### src/rtl/ca90_iter_item_mem_pkg.sv
// Shared definitions for the sequential CA90 item-memory generator.
package ca90_iter_item_mem_pkg;

  typedef enum logic [1:0] {
    IDLE  = 2'd0,
    ITER  = 2'd1,
    VALID = 2'd2
  } state_e;

  localparam int DefaultHVDimension = 512;
  localparam int DefaultNumItems    = 1024;

endpackage

### src/rtl/ca90_unit.sv
// Combinational CA90 step: each output bit is the XOR of its neighbours at
// distance shift_amt_i on a circular vector.
module ca90_unit #(
  parameter int Dimension  = 512,
  parameter int ShiftWidth = 1
) (
  input  logic [Dimension-1:0]  vector_i,
  input  logic [ShiftWidth-1:0] shift_amt_i,
  output logic [Dimension-1:0]  result_o
);

  logic [2*Dimension-1:0] dbl;
  logic [2*Dimension-1:0] rot_r;
  logic [2*Dimension-1:0] rot_l;

  // Doubling the vector turns both rotations into plain shifts.
  assign dbl   = {vector_i, vector_i};
  assign rot_r = dbl >> shift_amt_i;
  assign rot_l = dbl << shift_amt_i;

  assign result_o = rot_r[Dimension-1:0] ^ rot_l[2*Dimension-1:Dimension];

endmodule

### src/rtl/ca90_iter_item_mem.sv
// Item HV A = base HV after A CA90 steps, one step per clock, with the last
// result cached so non-decreasing addresses continue instead of restarting.
module ca90_iter_item_mem
  import ca90_iter_item_mem_pkg::*;
#(
  parameter int HVDimension = DefaultHVDimension,
  parameter int NumItems    = DefaultNumItems,
  parameter int AddrWidth   = $clog2(NumItems)
) (
  input  logic                   clk_i,
  input  logic                   rst_i,
  input  logic [HVDimension-1:0] base_hv_i,
  input  logic                   flush_i,
  input  logic [AddrWidth-1:0]   req_addr_i,
  input  logic                   req_valid_i,
  output logic                   req_ready_o,
  output logic [HVDimension-1:0] item_hv_o,
  output logic                   item_valid_o,
  input  logic                   item_ready_i
);

  if ((NumItems < 2) || ((NumItems & (NumItems - 1)) != 0)) begin : g_bad_num_items
    $error("NumItems must be a power of two and at least 2");
  end

  state_e                 state_q, state_d;
  logic [HVDimension-1:0] cur_hv_q, cur_hv_d;
  logic [AddrWidth-1:0]   cur_idx_q, cur_idx_d;
  logic [AddrWidth-1:0]   tgt_idx_q, tgt_idx_d;
  logic                   cache_valid_q, cache_valid_d;
  logic [HVDimension-1:0] step_hv;
  logic                   restart;

  ca90_unit #(
    .Dimension  (HVDimension),
    .ShiftWidth (1)
  ) u_ca90 (
    .vector_i    (cur_hv_q),
    .shift_amt_i (1'b1),
    .result_o    (step_hv)
  );

  // A flush or a backwards address cannot reuse the cached HV.
  assign restart = !cache_valid_q || flush_i || (req_addr_i < cur_idx_q);

  always_comb begin
    state_d       = state_q;
    cur_hv_d      = cur_hv_q;
    cur_idx_d     = cur_idx_q;
    tgt_idx_d     = tgt_idx_q;
    cache_valid_d = flush_i ? 1'b0 : cache_valid_q;
    req_ready_o   = 1'b0;
    item_valid_o  = 1'b0;
    unique case (state_q)
      IDLE: begin
        req_ready_o = 1'b1;
        if (req_valid_i) begin
          state_d       = ITER;
          tgt_idx_d     = req_addr_i;
          cache_valid_d = 1'b1;
          if (restart) begin
            cur_hv_d  = base_hv_i;
            cur_idx_d = '0;
          end
        end
      end
      ITER: begin
        if (cur_idx_q == tgt_idx_q) begin
          state_d = VALID;
        end else begin
          cur_hv_d  = step_hv;
          cur_idx_d = cur_idx_q + AddrWidth'(1);
        end
      end
      VALID: begin
        item_valid_o = 1'b1;
        if (item_ready_i) state_d = IDLE;
      end
      default: state_d = IDLE;
    endcase
  end

  always_ff @(posedge clk_i) begin
    if (rst_i) begin
      state_q       <= IDLE;
      cur_hv_q      <= '0;
      cur_idx_q     <= '0;
      tgt_idx_q     <= '0;
      cache_valid_q <= 1'b0;
    end else begin
      state_q       <= state_d;
      cur_hv_q      <= cur_hv_d;
      cur_idx_q     <= cur_idx_d;
      tgt_idx_q     <= tgt_idx_d;
      cache_valid_q <= cache_valid_d;
    end
  end

  assign item_hv_o = cur_hv_q;

endmodule

### config.mk
export PLATFORM = sky130hd
export DESIGN_NAME = ca90_iter_item_mem
export DESIGN_NICKNAME = d
export VERILOG_FILES = /design/src/rtl/ca90_iter_item_mem_pkg.sv /design/src/rtl/ca90_unit.sv /design/src/rtl/ca90_iter_item_mem.sv
export SDC_FILE = /design/constraint.sdc
export NUM_CORES = 1
export LEC_CHECK = 0
export ABC_CLOCK_PERIOD_IN_PS = 6000
export BUFFER_PORTS_ARGS = -buffer_cell sky130_fd_sc_hd__buf_2
export CORE_AREA = 3 3 400 402
export CTS_CLUSTER_SIZE = 12
export DETAILED_ROUTE_END_ITERATION = 12
export DIE_AREA = 0 0 403 405
export PLACE_DENSITY_LB_ADDON = 0.1
export SLEW_MARGIN = 20
export SYNTH_ARGS = -nofsm -noshare
export SYNTH_HDL_FRONTEND = slang
export SYNTH_SLANG_ARGS = --single-unit
export TNS_END_PERCENT = 5
### constraint.sdc
create_clock -name clk_i -period 6 [get_ports clk_i]
set_input_delay 0 -clock clk_i [delete_from_list [all_inputs] [get_ports clk_i]]
set_output_delay 0 -clock clk_i [all_outputs]
set_load 0.05 [all_outputs]
======== Word level (Yosys, flattened, before mapping) ========
Index checks and enable logic that the tools add are counted.
W data, S select, Z words.
cells by class
  add/subtract/negate cells ............... 1
  multiply operators ...................... 0
  divide/modulo/power cells ............... 0
  magnitude comparators ................... 1
  eq/ne operators ......................... 8
  shifts and indexed selects .............. 0
  mux-type cells .......................... 17
  bitwise gates (word level) .............. 1
  reduce and logical (&&, ||, !) cells .... 8
operator list
  kind                     number
  $mux W512                3
  $pmux W512 S2            1
  $xor A512 B512 Y512      1
  $mux W10                 3
  $pmux W10 S2             1
  $add A10 B1 Y10 const B  1
  $eq A10 B10 Y1           1
  $lt A10 B10 Y1           1
  $ne A2 B2 Y1 const B     5
  $mux W2                  3
  $pmux W2 S3              1
  $mux W1                  5
  $reduce_and A4 Y1        1
  $reduce_and A3 Y1        1
  $eq A2 B1 Y1 const B     1
  $eq A2 B2 Y1 const B     1
  $logic_not A2 Y1         1
  $logic_or A1 B1 Y1       2
  $reduce_and A2 Y1        1
  $reduce_bool A2 Y1       1
  $logic_not A1 Y1         1
storage, ports and cells
  register bits after elaboration ......... 535
  latch bits .............................. 0
  RAM bits ................................ 0
  memory bits (read-only) ................. 0
  input bits .............................. 527
  memories ................................ 0

======== Logic depth before layout (Yosys ltp) ========
Gate-level depths: netlist (run 1).
  depth in word-level cells ............... 6
  depth in mapped cells ................... 11
  mapped depth without buffers ............ 8

======== Modules after synthesis ========
From an unflattened synthesis (run 1), not the netlist that was laid out.
unflattened totals
  cell total of the unflattened synthesis .. 5121
  area total of the unflattened synthesis .. 36203.5 um^2
modules (own cells, without submodules)
  module              instances  cells each  area each (um^2)  seq. area each (um^2)
  ca90_iter_item_mem  1          4041        28239.6           10710.3
  ca90_unit           1          1080        7963.9            0.0

======== Least setup slack after synthesis (run 1) ========
No wires, ideal clock.
  path kind ............................... register to register
  from .................................... reg cur_idx_q[8]
  to ...................................... reg cur_hv_q[0], in the netlist item_hv_o[0]
  library setup time ...................... 0.116 ns
  arrival time ............................ 1.963 ns
  required time ........................... 5.884 ns
  setup slack ............................. 3.921 ns
  stages on the path, launching flop included .. 12
  path buffers ............................ 3
  path through ............................ dfxtp_1 inv_1 ha_1 a21o_1 a21oi_1 a21oi_1 a31o_2 buf_6 nor2_8 buf_6 buf_6 o21ai_2
between the ends
  word-level cells in the longest chain between the ends .. 4
  elaborated cells on any way between the ends .. 6
  classes of those cells .................. order compare (1); eq/ne (3); reduce/logical (2)
ends and longest elaborated chain
  item                             RTL line                  text
  from (decl)                      ca90_iter_item_mem.sv:28  logic [AddrWidth-1:0] cur_idx_q, cur_idx_d;
  from (signal assigned)           ca90_iter_item_mem.sv:93  cur_idx_q <= cur_idx_d;
  $lt A10 B10 Y1                   ca90_iter_item_mem.sv:44  assign restart = !cache_valid_q || flush_i || (req_addr_i < cur_idx_q);
  $logic_or A1 B1 Y1               ca90_iter_item_mem.sv:44
  $ne A2 B2 Y1 (no line)           -
  $reduce_and A4 Y1 (no line) (*)  -
  to (signal assigned)             ca90_iter_item_mem.sv:92  cur_hv_q <= cur_hv_d;
  to (decl)                        ca90_iter_item_mem.sv:27  logic [HVDimension-1:0] cur_hv_q, cur_hv_d;
Mark *: on every way between the ends. The rest lies on a longest branch, timed or not.
A chain may end at the register's enable or synchronous reset.

======== Final worst setup path (run 1) ========
  from .................................... reg cur_idx_q[8]
  to ...................................... reg cur_hv_q[500], in the netlist item_hv_o[500]
Same word-level chain as after synthesis.

==> flow_summary.yaml, run 1 <==
floorplanning:
  io_pins: 1041
  dieArea_um2: 163000
  die_x_um: 403
  fp.dieH_um: 405
  initial_core_util: 0.205
  core_um2: 156000
  rows: 145
timing:
  fin_skew_ns: 0.0309
  max_clock_freq_mhz: 302
  slew-limit-headroom: 0.308
  fin_tns_setup_ns: 0
  fin_crit_ns: 3.32
  final-setup-viol-count: 0
  tightest_slew_ns: 1.04
  slew_viol_final: 0
  layout_setup_ws_ns: 2.68
  rsz0062_at_grt: "false"
  finalHoldViolCount: 0
  post-route-period-util: 0.553
job:
  maxCapViolations: 0
yosys:
  syn_area_um2: 32100
  ys_seq_elements: 535
  ys_seq_area_frac: 0.334
  synth-edff-count: 0
  synthArstFlopShare: 0
  synthCells: 4150
  yosysWarnings: 0
  synth_area_per_cell_um2: 7.73
  synth_nets: 4687
  synth_flop_cell: "dfxtp_1"
  synthDistinctLibCells: 38
cts:
  clk_pin_slew_worst_paths_ns: 0.06
  cts.htree.levels: 3
  clockRootBuffer: "clkbuf_16"
  worstSkewPairLatency_ns: 0.66
  cts_sinks: 535
  cts_hold_buf: 547
  cts_tree: "built"
  numCtsBuffers: 75
  cts_buffer_depth: 3
  post-cts-setup-buffer-count: 0
  post_cts_resized: 0
placement:
  hpwl_um: 112000
  port-buffer-count: 1040
  dp.cells: 6901
  gp_congestion: 0.808
  dp_slack_ns: 2.60
critical_path:
  arrival_ns: 3.84
  cp_max_fo: 48
  reg2reg_slack_ns: 2.68
  rr_endpoint: "item_hv_o[500]"
  path_class: "flop to flop"
  worstReg2RegStart: "cur_idx_q[8]"
  slowest_delay_ns: 0.72
  path_cells: "inv_1 -> ha_1 -> a21o_1 -> a21oi_1 -> a21oi_1 -> a31o_2 -> nor2_8 -> buf_12 -> buf_12 -> o21ai_0"
  r2r_cells: 10
  cp_slowest_cell: "nor2_8"
  startpoint: "cur_idx_q[8]"
  start_kind: "flop"
  crit_required_ns: 6.53
  end_kind: "flop"
grt:
  grt_pass1_vias: 34600
  overflow: 0
  antenna_found_initial: 30
  grt_usage: 0.185
  grt_pass1_wl_um: 234000
  grt_max_degree: 250
power:
  power.internal_mw: 8.64
  ir_drop_mv: 0.174
  power_mw: 15.7
  p_sw_mw: 7.03
  p_sw_frac: 0.448
  comb_power_share: 0.402
  p_leak_nw: 18.4
  p_seq_frac: 0.319
  clock_power_share: 0.280
  power.density_nw_per_um2: 338
detailed_routing:
  firstDrtPassIters: 5
  drcViolationCount: 0
  wl_um: 159000
  vias: 34600
  avgRoutedWirePerCell_um: 20.9
  drt-initial-drc-count: 1768
  vias_per_cell: 4.55
  ant_nets: 0
cells_and_area:
  utilization: 0.296
  final_common_cell: "nand2_1"
  drive_gt1_frac: 0.302
  mostFrequentLayoutCells: "nand2_1, buf_2, o21ai_0"
  multiInputGateArea_um2: 19300
  areaGrowthSynthToFinish_pct: 44.5
  seqCellArea_um2: 10700
  nNetsFinal: 6004
  n_fill_cell: 17200
  final_cells: 7596
min_path:
  min_to: "state_q[0]"
  whs_path_depth: 4
  min_from: "req_valid_i"
  min_path_type: "primary input to flop"
run_status:
  outcome: "finished clean"
## flip-flops by register name (all words and copies together), names as in the netlist
register       cells
item_hv_o        512
cur_idx_q         10
tgt_idx_q         10
state_q            2
cache_valid_q      1
## worst max-delay path: cells and delay by family, from the launching register on
family          cells  cell delay (ns)
flops               1             0.41
buf+inv             3             0.73
simple gates        1             0.72
fa+ha+maj           1             0.29
compound gates      5             0.94
## metal layers
layer | up-vias | track usage | share of wire | wire (um)
met5 | - | 0 | 0.00064 | 102
met4 | 16 | 0.0611 | 0.034 | 5370
met3 | 204 | 0.0448 | 0.056 | 8940
met2 | 886 | 0.317 | 0.48 | 76700
met1 | 16300 | 0.227 | 0.43 | 67600
li1 | 17100 | - | - | -
## power groups by stage
stage | clock network [mW] | logic, mW | registers [mW]
6_report | 4.38 | 6.29 | 4.99
2_1_floorplan | 0 | 2.80 | 6.53
4_1_cts | 4.59 | 6.38 | 5.01
3_5_place_dp | 0 | 6.05 | 5.09
5_1_grt | 4.71 | 6.79 | 5.08
3_3_place_gp | 0 | 6.05 | 5.09
## area by class of cell
class                   count  area share
well taps                2058      0.0556
repair buffers           1643       0.246
inverters                  11     0.00105
clock inverters            12     0.00208
flip-flops and latches    535       0.231
multi-input cells        3201       0.415
clock buffers             116      0.0480
diodes                     20     0.00108
## cell usage after synthesis (all sizes together) (3+ instances only)
cell / instances / area [um2]
buf: 208 / 1370
a31oi: 4 / 25.0
a21oi: 22 / 110
xnor2: 520 / 4550
ha: 10 / 125
nand3b: 4 / 30.0
clkbuf: 195 / 732
nand3: 5 / 25.0
nor2: 8 / 46.3
inv: 11 / 41.3
nand4: 515 / 3220
dfxtp: 535 / 10700
o21ai: 1028 / 6870
or3: 4 / 25.0
nand2: 1050 / 3940
o31ai: 6 / 45.0
and3: 3 / 18.8
a21o: 4 / 30.0
nand2b: 4 / 25.0
## kinds of logic (layout without fill, tap and decap cells)
kind of cell | after synthesis | after routing | synth area share
AOI/OAI and AO/OA | 1070 | 1070 | 0.222
xor gates and xnor gates | 522 | 522 | 0.143
adders and majority gates | 10 | 10 | 0.00390
buffers and inverters | 414 | 1782 | 0.0667
DFF | 535 | 535 | 0.334
other | 0 | 20 | 0
and+or+nand+nor | 1599 | 1599 | 0.230
## through the flow
stage	area [um2]	hold WS (ns)
3_5_place_dp	38500	0.268
6_report	46300	0.0853
4_1_cts	46300	0.0163
3_3_place_gp	38500	0.267
2_1_floorplan	32100	0.136
5_1_grt	46300	0.0943
## how the worst max path moves through the flow
stage | endpoint | slack, ns | cells past startpoint
after floorplan | item_hv_o[0] | 3.92 | 11
after global placement | item_hv_o[498] | 2.56 | 10
after detailed placement | item_hv_o[500] | 2.60 | 10
after CTS | item_hv_o[503] | 2.60 | 10
after global routing | item_hv_o[499] | 2.44 | 10
final | item_hv_o[500] | 2.68 | 10
Note: power is estimated with default switching activity, not from simulation.
==> run 2: changes to the inputs <==
--- a/config.mk
+++ b/config.mk
@@ -5,12 +5,12 @@
 export SDC_FILE = /design/constraint.sdc
 export NUM_CORES = 1
 export LEC_CHECK = 0
-export ABC_CLOCK_PERIOD_IN_PS = 6000
+export ABC_CLOCK_PERIOD_IN_PS = 3200
 export BUFFER_PORTS_ARGS = -buffer_cell sky130_fd_sc_hd__buf_2
-export CORE_AREA = 3 3 400 402
+export CORE_AREA = 3 3 403 405
 export CTS_CLUSTER_SIZE = 12
 export DETAILED_ROUTE_END_ITERATION = 12
-export DIE_AREA = 0 0 403 405
+export DIE_AREA = 0 0 406 408
 export PLACE_DENSITY_LB_ADDON = 0.1
 export SLEW_MARGIN = 20
 export SYNTH_ARGS = -nofsm -noshare
==> constraint.sdc (replaced) <==
create_clock -name clk_i -period 3.2 [get_ports clk_i]
set_input_delay 0 -clock clk_i [delete_from_list [all_inputs] [get_ports clk_i]]
set_output_delay 0 -clock clk_i [all_outputs]
set_load 0.05 [all_outputs]
==> flow_summary.yaml, run 2 (synthesis results as in run 1) <==
cts:
  post-cts-setup-buffer-count: 0
  cts.htree.levels: 3
  post_cts_resized: 0
  cts_tree: "built"
  clk_pin_slew_worst_paths_ns: 0.05
  cts_buffer_depth: 3
  worstSkewPairLatency_ns: 0.65
  clockRootBuffer: "clkbuf_16"
  numCtsBuffers: 76
  cts_sinks: 535
critical_path:
  worstReg2RegStart: "cur_idx_q[9]"
  cp_slowest_cell: "nand4_1"
  end_kind: "flop"
  path_common_cell: "nand4_1"
  crit_required_ns: 3.72
  reg2reg_slack_ns: 0.43
  slowest_delay_ns: 0.43
  startpoint: "cur_idx_q[9]"
  path_class: "flop to flop"
  start_kind: "flop"
  path_cells: "xnor2_1 -> nand4_1 -> nor4_4 -> buf_4 -> a21oi_4 -> buf_12 -> nand4_1 -> o21ai_2"
  cp_max_fo: 191
  arrival_ns: 3.29
run_status:
  outcome: "finished clean"
job:
  maxCapViolations: 0
timing:
  layout_setup_ws_ns: 0.435
  slew_viol_final: 0
  fin_crit_ns: 2.77
  tightest_slew_ns: 1.37
  slew-limit-headroom: 0.0836
  fin_tns_setup_ns: 0
  final-setup-viol-count: 0
  finalHoldViolCount: 0
  fin_skew_ns: 0.0265
  post-route-period-util: 0.864
  max_clock_freq_mhz: 362
  rsz0062_at_grt: "false"
placement:
  gp_congestion: 0.820
  hpwl_um: 119000
  port-buffer-count: 1040
  dp_slack_ns: 0.534
floorplanning:
  initial_core_util: 0.202
  io_pins: 1041
  die_x_um: 406
  rows: 146
  core_um2: 159000
  fp.dieH_um: 408
  dieArea_um2: 166000
grt:
  grt_usage: 0.189
  overflow: 0
  antenna_found_initial: 24
  grt_pass1_vias: 35600
  grt_pass1_wl_um: 240000
  grt_max_degree: 192
detailed_routing:
  vias: 35000
  firstDrtPassIters: 6
  avgRoutedWirePerCell_um: 21.2
  drt-initial-drc-count: 2105
  vias_per_cell: 4.56
  wl_um: 162000
  drcViolationCount: 0
  ant_nets: 0
power:
  power.density_nw_per_um2: 635
  p_leak_nw: 18.9
  ir_drop_mv: 0.389
cells_and_area:
  final_common_cell: "nand2_1"
  multiInputGateArea_um2: 19300
  areaGrowthSynthToFinish_pct: 47.4
  mostFrequentLayoutCells: "nand2_1, buf_2, o21ai_0"
  n_fill_cell: 17300
  nNetsFinal: 6066
  largest_register_ff_count: 512
  seqCellArea_um2: 10700
  drive_gt1_frac: 0.312
min_path:
  min_path_type: "primary input to flop"
  min_from: "req_valid_i"
-- run 2: repair_timing --
action,in CTS,in global routing
endpoints found under the hold margin,532,0
endpoints found under the setup margin,0,0
hold buffers,547,0
-- run 2: path summary, 6_finish.rpt --
| check | end | cells after the start |
|---|---|---|
| worst max register to register | item_hv_o[186] | 8 |
| worst min register to register | item_hv_o[496] | 2 |
| worst max-delay path | item_hv_o[186] | 8 |
| worst min-delay path | state_q[0] | 5 |
-- run 2: layer usage --
layer	track usage	wire length [um]
met5	0	138
met4	0.0793	7420
met3	0.0409	8610
met2	0.323	78100
met1	0.229	68200
-- run 2: critical path, delay by kind of cell, from the launching register on --
kind | cells | cell delay, ns
buffers and inverters | 2 | 0.45
and+or+nand+nor | 3 | 0.97
AOI/OAI and AO/OA | 2 | 0.17
DFF | 1 | 0.33
xor gates and xnor gates | 1 | 0.26
-- run 2: cell type report --
type,count,area share
antenna,12,0.000635
clock buffer,118,0.0485
clock inverter,20,0.00408
inverter,11,0.00103
multi-input combinational,3201,0.407
sequential,535,0.227
tap,2072,0.0549
timing repair buffer,1704,0.257
-- run 2: metrics by stage --
step	area, um2	hold slack (ns)	utilization	power, mW	instances
after floorplan	32100	0.136	-	17.5	4150
after detailed placement	39300	0.273	0.247	21.2	6976
final	47300	0.157	0.298	30.0	7673
after CTS	47200	0.0898	0.298	30.6	7661
after global routing	47200	0.148	0.298	31.7	7667
after global placement	39300	0.266	0.247	21.2	6976
-- run 2: where the power goes --
part	leakage, nW	total [mW]	internal [mW]	switching, mW
logic	13.3	12.0	3.95	8.06
registers	4.40	9.45	7.66	1.79
clock network	1.22	8.57	5.09	3.49
